**src/rtl/seg7_scan_driver.sv**
```systemverilog
// Time-multiplexed seven-segment driver. It double-buffers a packed hex word and scans
// one digit per slot, with a one-cycle anode blanking gap, leading-zero suppression and selectable polarity.
module seg7_scan_driver #(
  parameter int DIGITS         = 4,
  parameter int SCAN_DIV       = 50000,
  parameter bit SEG_ACTIVE_LOW = 1'b1,
  parameter bit AN_ACTIVE_LOW  = 1'b1,
  parameter bit LZ_BLANK       = 1'b1
) (
  input  logic                  clock,
  input  logic                  reset,
  input  logic                  load,
  input  logic [4*DIGITS-1:0]   value,
  input  logic [DIGITS-1:0]     dp_in,
  output logic [6:0]            seg,
  output logic                  dp,
  output logic [DIGITS-1:0]     an,
  output logic                  frame_done
);

  localparam int CW = $clog2(SCAN_DIV);
  localparam int IW = (DIGITS > 1) ? $clog2(DIGITS) : 1;
  localparam logic [CW-1:0]     CNT_LAST = CW'(SCAN_DIV - 1);
  localparam logic [IW-1:0]     IDX_LAST = IW'(DIGITS - 1);
  localparam logic [6:0]        SEG_OFF  = {7{SEG_ACTIVE_LOW}};
  localparam logic              DP_OFF   = SEG_ACTIVE_LOW;
  localparam logic [DIGITS-1:0] AN_OFF   = {DIGITS{AN_ACTIVE_LOW}};

  // Hex to segment pattern, active-low form {a,b,c,d,e,f,g}.
  function automatic logic [6:0] decode_hex(input logic [3:0] nib);
    logic [6:0] pat;
    case (nib)
      4'h0:    pat = 7'b0000001;
      4'h1:    pat = 7'b1001111;
      4'h2:    pat = 7'b0010010;
      4'h3:    pat = 7'b0000110;
      4'h4:    pat = 7'b1001100;
      4'h5:    pat = 7'b0100100;
      4'h6:    pat = 7'b0100000;
      4'h7:    pat = 7'b0001111;
      4'h8:    pat = 7'b0000000;
      4'h9:    pat = 7'b0000100;
      4'hA:    pat = 7'b0001000;
      4'hB:    pat = 7'b1100000;
      4'hC:    pat = 7'b0110001;
      4'hD:    pat = 7'b1000010;
      4'hE:    pat = 7'b0110000;
      4'hF:    pat = 7'b0111000;
      default: pat = 7'b1111111;
    endcase
    return pat;
  endfunction

  logic [4*DIGITS-1:0] pend_val_r, disp_val_r;
  logic [DIGITS-1:0]   pend_dp_r, disp_dp_r;
  logic [CW-1:0]       cnt_r;
  logic [IW-1:0]       idx_r;

  logic                tick_s, last_s, upper_nz_s, blank_s, dp_sel_s;
  logic [3:0]          nib_s;
  logic [DIGITS-1:0]   onehot_s, an_next_s;
  logic [6:0]          pat_s, seg_next_s;
  logic                dp_next_s;

  // Select the active digit's nibble/dp and work out whether it is a leading zero.
  always_comb begin
    tick_s     = (cnt_r == CNT_LAST);
    last_s     = (idx_r == IDX_LAST);
    nib_s      = 4'h0;
    dp_sel_s   = 1'b0;
    upper_nz_s = 1'b0;
    onehot_s   = {DIGITS{1'b0}};
    for (int i = 0; i < DIGITS; i++) begin
      if (idx_r == IW'(i)) begin
        nib_s       = disp_val_r[4*i +: 4];
        dp_sel_s    = disp_dp_r[i];
        onehot_s[i] = 1'b1;
      end else begin
        onehot_s[i] = 1'b0;
      end
      // A non-zero nibble at or above the active digit keeps it visible.
      if ((IW'(i) >= idx_r) && (disp_val_r[4*i +: 4] != 4'h0)) begin
        upper_nz_s = 1'b1;
      end else begin
        upper_nz_s = upper_nz_s;
      end
    end
    blank_s    = LZ_BLANK && (idx_r != {IW{1'b0}}) && !upper_nz_s;
    pat_s      = blank_s ? 7'b1111111 : decode_hex(nib_s);
    seg_next_s = SEG_ACTIVE_LOW ? pat_s : ~pat_s;
    dp_next_s  = SEG_ACTIVE_LOW ? ~dp_sel_s : dp_sel_s;
    an_next_s  = AN_ACTIVE_LOW ? ~onehot_s : onehot_s;
  end

  // Pending buffer: the last load before a swap wins.
  always_ff @(posedge clock or posedge reset) begin
    if (reset) begin
      pend_val_r <= {(4*DIGITS){1'b0}};
      pend_dp_r  <= {DIGITS{1'b0}};
    end else if (load) begin
      pend_val_r <= value;
      pend_dp_r  <= dp_in;
    end
  end

  // Slot counter, digit index, frame swap and registered display outputs.
  always_ff @(posedge clock or posedge reset) begin
    if (reset) begin
      disp_val_r <= {(4*DIGITS){1'b0}};
      disp_dp_r  <= {DIGITS{1'b0}};
      cnt_r      <= {CW{1'b0}};
      idx_r      <= {IW{1'b0}};
      seg        <= SEG_OFF;
      dp         <= DP_OFF;
      an         <= AN_OFF;
      frame_done <= 1'b0;
    end else if (tick_s) begin
      // Blanking cycle: anodes off while segments hold, so the next digit never ghosts.
      cnt_r      <= {CW{1'b0}};
      idx_r      <= last_s ? {IW{1'b0}} : idx_r + IW'(1);
      an         <= AN_OFF;
      frame_done <= last_s;
      if (last_s) begin
        disp_val_r <= pend_val_r;
        disp_dp_r  <= pend_dp_r;
      end
    end else begin
      cnt_r      <= cnt_r + CW'(1);
      an         <= an_next_s;
      seg        <= seg_next_s;
      dp         <= dp_next_s;
      frame_done <= 1'b0;
    end
  end

endmodule

```
**config.mk**
```make
export PLATFORM = sky130hd
export DESIGN_NAME = seg7_scan_driver
export DESIGN_NICKNAME = d
export VERILOG_FILES = /design/src/rtl/seg7_scan_driver.sv
export SDC_FILE = /design/constraint.sdc
export NUM_CORES = 1
export LEC_CHECK = 0
export CAP_MARGIN = 40
export CORE_MARGIN = 2
export CORE_UTILIZATION = 53
export CTS_BUF_LIST = sky130_fd_sc_hd__clkbuf_4 sky130_fd_sc_hd__clkbuf_8
export CTS_CLUSTER_SIZE = 20
export DETAILED_ROUTE_END_ITERATION = 10
export GPL_TIMING_DRIVEN = 0
export PLACE_DENSITY = 0.79
export RECOVER_POWER = 50
export SLEW_MARGIN = 25
export SYNTH_ARGS = -nofsm -noshare
export SYNTH_HDL_FRONTEND = slang
export SYNTH_SLANG_ARGS = --single-unit
```
**constraint.sdc**
```tcl
create_clock -name clock -period 2.33 [get_ports clock]
set_clock_uncertainty 0.05 [all_clocks]
set_input_delay 0.233 -clock clock [delete_from_list [all_inputs] [get_ports clock]]
set_output_delay 0.233 -clock clock [all_outputs]
set_load 0.02 [all_outputs]
```
==> results of run 1 <==
## cells by family (layout without fill, tap and decap cells)
family                     count (synthesis)  in the layout  share of synthesized area
xor gates and xnor gates                  14             14                    0.03686
and+or+nand+nor                           85             85                     0.1377
DFF                                       71             71                     0.5385
buffers and inverters                     22             91                    0.03046
adders and majority gates                 12             12                    0.04513
muxes                                     43             43                     0.1444
AOI/OAI and AO/OA                         34             34                    0.06694
## sequential cells by signal, summed over array words and instances (netlist names)
signal	flops
pend_val_r	16
frame_done	1
an	4
disp_val_r	16
dp	1
idx_r	2
seg	7
cnt_r	16
pend_dp_r	4
disp_dp_r	4
## cell usage after synthesis, types with 2 or more instances
library cell,number
dfrtp_1,59
mux2_2,40
nor2_1,24
nand2_1,15
nand3_1,13
dfstp_2,12
ha_1,12
inv_1,10
a21oi_1,9
xnor2_1,8
clkbuf_1,7
o21ai_0,6
xor2_1,6
nand3b_1,5
nor4_1,5
a211oi_1,4
a221oi_1,4
a31oi_1,4
nor3b_1,4
and2_1,3
buf_2,3
mux2i_1,3
nor2b_1,3
a211o_1,2
and3_1,2
buf_6,2
nor3_1,2
o211ai_1,2
## report_power, final
part	switching [mW]	internal, mW	leakage, nW
clock	0.460	0.659	0.112
combinational	0.0403	0.0626	0.930
sequential	0.0176	1.27	0.886
## final timing paths
| check | end | slack (ns) | cells past startpoint |
|---|---|---|---|
| setup / recovery | seg[3] | -0.02 | 9 |
| hold / removal | pend_val_r[0] | 0.40 | 2 |
| setup reg to reg | seg[3] | -0.02 | 9 |
| hold reg to reg | disp_val_r[9] | 0.45 | 1 |
| max in group asynchronous | dp | 0.36 | 3 |
| min in group asynchronous | pend_val_r[3] | 0.64 | 2 |
## per-layer routing
metal | vias to the layer above | global-route usage | routed length [um]
met3 | 15 | 0.04871 | 265
met2 | 66 | 0.3152 | 3353
met5 | - | 0 | 0
li1 | 1116 | - | -
met4 | 0 | 0.06855 | 195
met1 | 1192 | 0.2556 | 3020
## cells in the final DEF, fill, tap and decap left out, types with 7 or more instances in the layout
cell and count:
a21oi_1 8, buf_4 15, clkbuf_8 12, clkdlybuf4s50_1 33, dfrtp_1 57, dfstp_2 12
ha_4 7, mux2_2 38, nand2_1 14, nand3_1 13, nor2_1 23, xnor2_1 8
## area by class of cell
cell class | count | area [um2]
buffer | 12 | 107.6
clock buffer | 11 | 151.4
clock inverter | 5 | 80.08
fill | 399 | 1609
inverter | 10 | 41.29
multi-input combinational | 188 | 1633
sequential | 71 | 1794
tap | 75 | 93.84
timing repair buffer | 53 | 480.5
## timing repair
item	4_1_cts	5_1_grt
setup endpoints to repair	8	17
pin swaps	2	14
setup buffers	3	14
gates resized for setup	25	37
==> summary.txt, run 1 <==
status -> finished, violations left
failing checks -> max-capacitance violations, max-slew violations, negative setup slack
final wirelength -> 6835 um
CP max-delay cell -> dfrtp_2
Routed Antenna Nets -> 0
Initial Util -> 0.5553
part of the cycle the worst path needs -> 1.009
initial antenna violation count -> 0
Final setup viols -> 1
Ys Warns -> 0
CTS clk-pin slew, worst paths -> 0.08 ns
port bufs -> 34
worst path cell trace -> ha_4 > clkbuf_8 > buf_6 > a221oi_4 > inv_2 > ha_4 > mux2i_1 > mux2_4 > a21oi_2
Hold Buf Count CTS -> 0
setup TNS -> -0.01987 ns
All-Layer GR Usage -> 0.1948
Tot Pwr -> 2.507 mW
final hold violations -> 0
nature of the critical path endpoint -> flip-flop
share of the synthesized area in the top cell type -> 0.4438
Slew headroom -> -0.02833
fraction of layout cells with a size suffix above 1 -> 0.3743
EDFF count, synth -> 0
buffers and inverters on the worst path -> 3
Mapped Area -> 0.003327 mm2
CP Max Fanout -> 10
vias per cell -> 5.621
Max Clock Freq -> 425.6 MHz
largest cells by area after synthesis -> dfrtp_1, mux2_2, dfstp_2, ha_1, nor2_1
RSZ-0062 raised after global routing -> true
Max VDD drop -> 0.4796 mV
register area share after synthesis -> 0.5385
r2r startpoint -> idx_r[0]
final instance area -> 0.004382 mm2
vias in the first global route -> 2,254
Avg Cell Area, Syn -> 11.84 um2
worst hold start -> load
leakage power total -> 1.928 nW
fraction of registers with async set/reset -> 1.000
via count -> 2,389
die width -> 83.23 um
H-tree depth -> 3
FF+latch count, synth -> 71
die height -> 83.23 um
global-route wire length before repair -> 10,780 um
CTS tree -> yes
Routed WL per cell -> 16.08 um
clock latency on the worst-skew pair -> 0.35 ns
cell mode on critical path -> ha_4
placement row count -> 28
PD cells -> 572.2 mW/mm2
area grow syn2layout -> 31.70%
critical path class -> reg2reg
top-level port count -> 36
Slew Limit Fails -> 37
max incr delay on CP -> 0.48 ns
Root Driver -> clkbuf_8
clock tree sinks -> 71
Place WS -> -0.4353 ns
Least-Margin Pin Slew -> 1.534 ns
HP Class -> in2reg
first-iteration detailed-routing DRC count -> 138
Clock Tree Buf Depth -> 2
cell count after synthesis -> 281
Max Cap Viol -> 1
ys flop type -> dfrtp_1
delay-heaviest family, CP -> flip-flops
count of cell types in the netlist -> 40
crit path from -> idx_r[0]
fin nets -> 380
CP required -> 2.56 ns
global route total overflow -> 0
total die area -> 0.006927 mm2
antenna cells -> 0
syn nets -> 316
gp weighted congestion -> 0.8647
dpl cells -> 392
core area -> 0.005991 mm2
crit path DAT -> 2.58 ns
worst hold slack -> 0.3963 ns
PnR worst setup slack -> -0.01987 ns
drt first pass iters -> 4
CP startpoint kind -> flip-flop
final core utilization -> 0.7314
Placement Cell Area -> 0.003800 mm2
final non-filler cell total -> 425
post-synth top area cell -> dfrtp_1
min cycle time layout -> 2.350 ns
pin count of the biggest net entering global routing -> 37
Residual DRC -> 0
final HPWL from detailed placement -> 4493 um
CTS buffer count -> 9
Note: power is estimated with default switching activity, not from simulation.
==> run 2: changes to the inputs <==
--- a/config.mk
+++ b/config.mk
@@ -5,6 +5,7 @@
 export SDC_FILE = /design/constraint.sdc
 export NUM_CORES = 1
 export LEC_CHECK = 0
+export ABC_AREA = 1
 export CAP_MARGIN = 40
 export CORE_MARGIN = 2
 export CORE_UTILIZATION = 53
@@ -12,7 +13,7 @@
 export CTS_CLUSTER_SIZE = 20
 export DETAILED_ROUTE_END_ITERATION = 10
 export GPL_TIMING_DRIVEN = 0
-export PLACE_DENSITY = 0.79
+export PLACE_DENSITY = 0.78
 export RECOVER_POWER = 50
 export SLEW_MARGIN = 25
 export SYNTH_ARGS = -nofsm -noshare
==> summary.txt, run 2 <==
Least-Margin Pin Slew -> 1.221 ns
Slew Limit Fails -> 0
vias per cell -> 4.988
total die area -> 0.007697 mm2
multi-input logic area -> 0.001605 mm2
via count -> 2,858
final wirelength -> 7093 um
global-route wire length before repair -> 12,400 um
placement row count -> 30
Max VDD drop -> 0.3674 mV
ys flop type -> dfrtp_1
worst hold start -> load
Post-Synth Adder-Cell Area -> 0.04040
antenna cells -> 0
drt first pass iters -> 4
synthesized-area fraction occupied by and/or/nand/nor cells -> 0.2434
Clock Tree Buf Depth -> 2
Residual DRC -> 0
All-Layer GR Usage -> 0.2083
area grow syn2layout -> 20.17%
post-synthesis mux area share -> 0
worst hold slack -> 0.2057 ns
CP required -> 2.57 ns
reg-to-reg endpoint -> seg[3]
core area -> 0.006794 mm2
CP max-delay cell -> dfrtp_2
count of cell types in the netlist -> 36
PnR worst setup slack -> 0.1842 ns
vias in the first global route -> 2,802
global route total overflow -> 0
port bufs -> 34
die width -> 87.74 um
CP startpoint kind -> flip-flop
H-tree depth -> 3
post-synthesis xor/xnor area fraction -> 0.01414
Place WS -> -0.04447 ns
FF+latch count, synth -> 71
final hold violations -> 0
Root Driver -> clkbuf_8
most frequent cells in the layout -> nand2_1, dfrtp_1, inv_1
top post-synthesis cells by count -> nand2_1, dfrtp_1, inv_1
Final setup viols -> 0
status -> complete, no violations
fin nets -> 507
clock tree sinks -> 71
setup TNS -> 0 ns
final HPWL from detailed placement -> 5178 um
part of the cycle the worst path needs -> 0.9209
Ys Warns -> 0
post-synth top area cell -> dfrtp_1
filler instances -> 585
Max Cap Viol -> 0
largest cells by area after synthesis -> dfrtp_1, dfstp_2, nand2_1, inv_1, o21ai_2
Avg Cell Area, Syn -> 8.723 um2
biggest regs -> cnt_r: 16 flops, disp_val_r: 16 flops, pend_val_r: 16 flops
hold depth -> 3
share of the synthesized area in the top cell type -> 0.3973
top-level port count -> 36
PD cells -> 584.0 mW/mm2
commonest non-fill, non-tap cell in the layout -> nand2_1
setup slack, reg-to-reg -> 0.18 ns
first-iteration detailed-routing DRC count -> 94
fraction of registers with async set/reset -> 1.000
syn nets -> 461
buffers and inverters on the worst path -> 4
r2r startpoint -> idx_r[1]
gp weighted congestion -> 0.9082
initial antenna violation count -> 0
crit path DAT -> 2.39 ns
min cycle time layout -> 2.146 ns
Slew headroom -> 0.1816
register area share after synthesis -> 0.4822
clock latency on the worst-skew pair -> 0.35 ns
CTS tree -> yes
worst path cell trace -> inv_1 > ha_1 > clkbuf_4 > inv_2 > nand2_1 > nand3_1 > nand2_1 > o21ai_2 > ha_1 > nand3_1 > nand2_1 > nand2_1 > nand3_1 > nand2_1 > inv_1
top-count cell post-synth -> nand2_1
CTS buffer count -> 9
pin count of the biggest net entering global routing -> 44
FF/Latch Area -> 0.001793 mm2
Worst Hold Path EP -> pend_val_r[5]
EDFF count, synth -> 0
Initial Util -> 0.5470
largest family of logic cells by synthesized area -> simple AND/OR/NAND/NOR gates
die height -> 87.74 um
HP Class -> in2reg
max incr delay on CP -> 0.45 ns
RSZ-0062 raised after global routing -> false
Mapped Area -> 0.003716 mm2
leakage power total -> 2.127 nW
Max Clock Freq -> 466.0 MHz
fraction of layout cells with a size suffix above 1 -> 0.2369
cell count after synthesis -> 426
CTS clk-pin slew, worst paths -> 0.08 ns
Worst R2R Path Depth -> 15
delay-heaviest family, CP -> simple AND/OR/NAND/NOR gates
CP Max Fanout -> 8
Routed WL per cell -> 12.38 um
Routed Antenna Nets -> 0
Synth Area in Compound Gates -> 0.1279
critical path class -> reg2reg
cell mode on critical path -> nand2_1
nature of the critical path endpoint -> flip-flop
-- run 2: changes by cell type after synthesis, sizes merged, moves of 8 or more --
cell / previous run / this run
nand2: 16 / 106
inv: 10 / 60
o21ai: 7 / 51
mux2: 40 / 0
nor2: 24 / 41
a21oi: 9 / 21
nand3: 13 / 21
-- run 2: cell families (layout without fill, tap and decap cells) --
group | count (synthesis) | after routing
AND/OR/NAND/NOR | 186 | 186
AO/OA/AOI/OAI | 76 | 76
buffers and inverters | 75 | 126
flip-flops | 71 | 71
adder cells (fa/ha/maj) | 12 | 12
XOR/XNOR | 6 | 6
-- run 2: worst max path at each step --
stage,from,end,depth (start not counted)
floorplan,reset,cnt_r[0],1
global placement,reset,disp_val_r[12],2
detailed placement,idx_r[0],seg[3],14
CTS,idx_r[0],seg[3],14
global route,idx_r[0],seg[1],12
finish,idx_r[1],seg[3],15
-- run 2: worst min-delay path: stages --
cell     delay, ns
buf_1         0.17
nand2_1       0.09
o21ai_0       0.07
-- run 2: power by group --
group / switching [mW] / internal (mW)
sequential: 0.00743 / 1.26
clock: 0.474 / 0.747
combinational: 0.0696 / 0.0466
-- run 2: through the flow --
step / utilization / cell area [um2] / power, mW / std cells
after global placement: 0.6147 / 4177 / 1.405 / 556
after detailed placement: 0.6180 / 4199 / 1.417 / 557
final: 0.6573 / 4466 / 2.608 / 573
after CTS: 0.6558 / 4456 / 2.635 / 573
after global routing: 0.6573 / 4466 / 2.710 / 573
after floorplan: - / 3716 / 1.356 / 426
-- run 2: layout make-up --
class	count	share of cell area
Buffer	14	0.02354
Clock inverter	6	0.02606
Timing Repair Buffer	35	0.07789
Tap cell	96	0.02690
Multi-Input combinational cell	280	0.3595
Clock buffer	10	0.03082
Sequential cell	71	0.4015
Inverter	61	0.05380
-- run 2: layer usage --
layer	track usage	wire (um)	vias up
met5	0	0	-
met4	0.09231	184	0
met3	0.05184	285	18
met2	0.3464	3391	64
met1	0.2573	3231	1327
li1	-	-	1449
-- run 2: what timing repair did --
item	CTS	global route
setup endpoints to repair	3	6
pin swaps	0	0
buffers inserted	0	0
gates resized for setup	3	8
hold buffers	0	0
==> run 3: changes to the inputs <==
--- a/config.mk
+++ b/config.mk
@@ -8,12 +8,13 @@
 export ABC_AREA = 1
 export CAP_MARGIN = 40
 export CORE_MARGIN = 2
-export CORE_UTILIZATION = 53
+export CORE_UTILIZATION = 55
 export CTS_BUF_LIST = sky130_fd_sc_hd__clkbuf_4 sky130_fd_sc_hd__clkbuf_8
+export CTS_CLUSTER_DIAMETER = 30
 export CTS_CLUSTER_SIZE = 20
 export DETAILED_ROUTE_END_ITERATION = 10
 export GPL_TIMING_DRIVEN = 0
-export PLACE_DENSITY = 0.78
+export PLACE_DENSITY = 0.77
 export RECOVER_POWER = 50
 export SLEW_MARGIN = 25
 export SYNTH_ARGS = -nofsm -noshare
==> constraint.sdc (replaced) <==
create_clock -name clock -period 2.3 [get_ports clock]
set_clock_uncertainty 0.05 [all_clocks]
set_input_delay 0.23 -clock clock [delete_from_list [all_inputs] [get_ports clock]]
set_output_delay 0.23 -clock clock [all_outputs]
set_load 0.02 [all_outputs]
==> summary.txt, run 3 (synthesis results as in run 2) <==
part of the cycle the worst path needs -> 0.9139
core area -> 0.006459 mm2
clock tree sinks -> 71
vias per cell -> 5.285
placement row count -> 29
Max VDD drop -> 0.3810 mV
buffers and inverters on the worst path -> 3
r2r startpoint -> idx_r[0]
Hold Buf Count CTS -> 0
global route total overflow -> 0
Slew Limit Fails -> 0
via count -> 2,933
filler instances -> 530
die height -> 86.20 um
Slew headroom -> 0.5037
CP startpoint kind -> flip-flop
min cycle time layout -> 2.102 ns
Residual DRC -> 0
vias in the first global route -> 2,824
PD cells -> 567.1 mW/mm2
antenna cells -> 0
Root Driver -> clkbuf_8
first-iteration detailed-routing DRC count -> 118
CTS buffer count -> 9
Max Clock Freq -> 475.8 MHz
Clk pwr share -> 0.441
fin nets -> 508
most frequent cells in the layout -> nand2_1, dfrtp_1, inv_1
worst path cell trace -> ha_1 > buf_6 > a21oi_1 > o21ai_2 > nand2_2 > inv_1 > ha_1 > nand3_1 > nand2_1 > nand2_1 > nand3_1 > nand2_1 > inv_1
sw frac -> 0.2192
critical path class -> reg2reg
crit path DAT -> 2.35 ns
CTS tree -> yes
worst hold slack -> 0.2156 ns
CP required -> 2.54 ns
leakage power total -> 2.124 nW
clock latency on the worst-skew pair -> 0.35 ns
global-route wire length before repair -> 12,630 um
final HPWL from detailed placement -> 5344 um
nature of the critical path endpoint -> flip-flop
Initial Util -> 0.5754
HP Class -> in2reg
Max Cap Viol -> 0
CP Max Fanout -> 10
initial antenna violation count -> 0
total die area -> 0.007430 mm2
top-level port count -> 36
die width -> 86.20 um
commonest non-fill, non-tap cell in the layout -> nand2_1
Routed Antenna Nets -> 0
pin count of the biggest net entering global routing -> 57
Gate power share -> 0.047
delay-heaviest family, CP -> adder cells
sequential power share -> 0.512
final hold violations -> 0
fraction of layout cells with a size suffix above 1 -> 0.2448
cell mode on critical path -> nand2_1
Clock Tree Buf Depth -> 2
crit path from -> idx_r[0]
CP max-delay cell -> dfrtp_1
H-tree depth -> 3
P_int -> 1.963 mW
gp weighted congestion -> 0.9076
worst hold start -> load
Routed WL per cell -> 13.28 um
Least-Margin Pin Slew -> 0.7445 ns
RSZ-0062 raised after global routing -> false
sw power -> 551.1 uW
port bufs -> 34
Tot Pwr -> 2.514 mW
All-Layer GR Usage -> 0.2161
biggest regs -> cnt_r: 16 flops, disp_val_r: 16 flops, pend_val_r: 16 flops
status -> complete, no violations
area grow syn2layout -> 19.29%
final wirelength -> 7372 um
Final setup viols -> 0
max incr delay on CP -> 0.44 ns
CTS clk-pin slew, worst paths -> 0.08 ns
drt first pass iters -> 4
[run 3: worst reg2reg max path, stage by stage, from the launching register on]
cell and delay [ns]:
dfrtp_1 0.44, ha_1 0.28, buf_6 0.16, a21oi_1 0.15, o21ai_2 0.11, nand2_2 0.13
inv_1 0.08, ha_1 0.31, nand3_1 0.10, nand2_1 0.05, nand2_1 0.05, nand3_1 0.06
nand2_1 0.06, inv_1 0.03
[run 3: layer usage]
layer  vias to the layer above  wire length [um]  global-route usage
li1                       1455                 -                   -
met1                      1384              3302              0.2712
met2                        70              3572              0.3573
met3                        24               272             0.05429
met4                         0               223             0.09233
met5                         -                 0                   0
[run 3: path summary, 6_finish.rpt]
| kind | cells after the start | end | slack [ns] |
|---|---|---|---|
| setup reg to reg | 13 | seg[3] | 0.20 |
| min in group asynchronous | 2 | cnt_r[7] | 0.33 |
| max in group asynchronous | 3 | idx_r[1] | 0.64 |
| setup / recovery | 13 | seg[3] | 0.20 |
| hold / removal | 3 | pend_dp_r[1] | 0.22 |
| hold reg to reg | 2 | dp | 0.42 |
[run 3: metrics by stage]
stage,cell area (um2),util,instances,setup slack [ns],setup TNS (ns)
final,4433,0.6864,555,0.1981,0
after global routing,4433,0.6864,555,0.002215,0
after CTS,4407,0.6823,554,0.003702,0
after detailed placement,4183,0.6476,538,-0.04909,-0.1209
after global placement,4153,0.6430,537,-0.8744,-54.07
after floorplan,3716,-,426,0.2433,0
[run 3: cell type report]
cell class                      count  area (um2)  share of cell area
Timing Repair Buffer               36       355.3             0.08016
Inverter                           61       242.7             0.05476
Multi-Input combinational cell    280        1619              0.3652
Tap cell                           77       96.34             0.02173
Sequential cell                    71        1793              0.4045
Clock buffer                       10       137.6             0.03105
Buffer                             14       105.1             0.02371
Clock inverter                      6       83.83             0.01891
[run 3: what timing repair did]
item / 4_1_cts / 5_1_grt
setup buffers: 0 / 1
endpoints found under the setup margin: 4 / 7
pin swaps: 0 / 3
resized for setup: 2 / 15
[run 3: power by group through the flow]
stage	registers [mW]	logic, mW	clock network [mW]
floorplan	1.31	0.0642	0
global placement	1.31	0.115	0
detailed placement	1.31	0.126	0
CTS	1.29	0.127	1.12
global route	1.29	0.137	1.17
finish	1.29	0.118	1.11
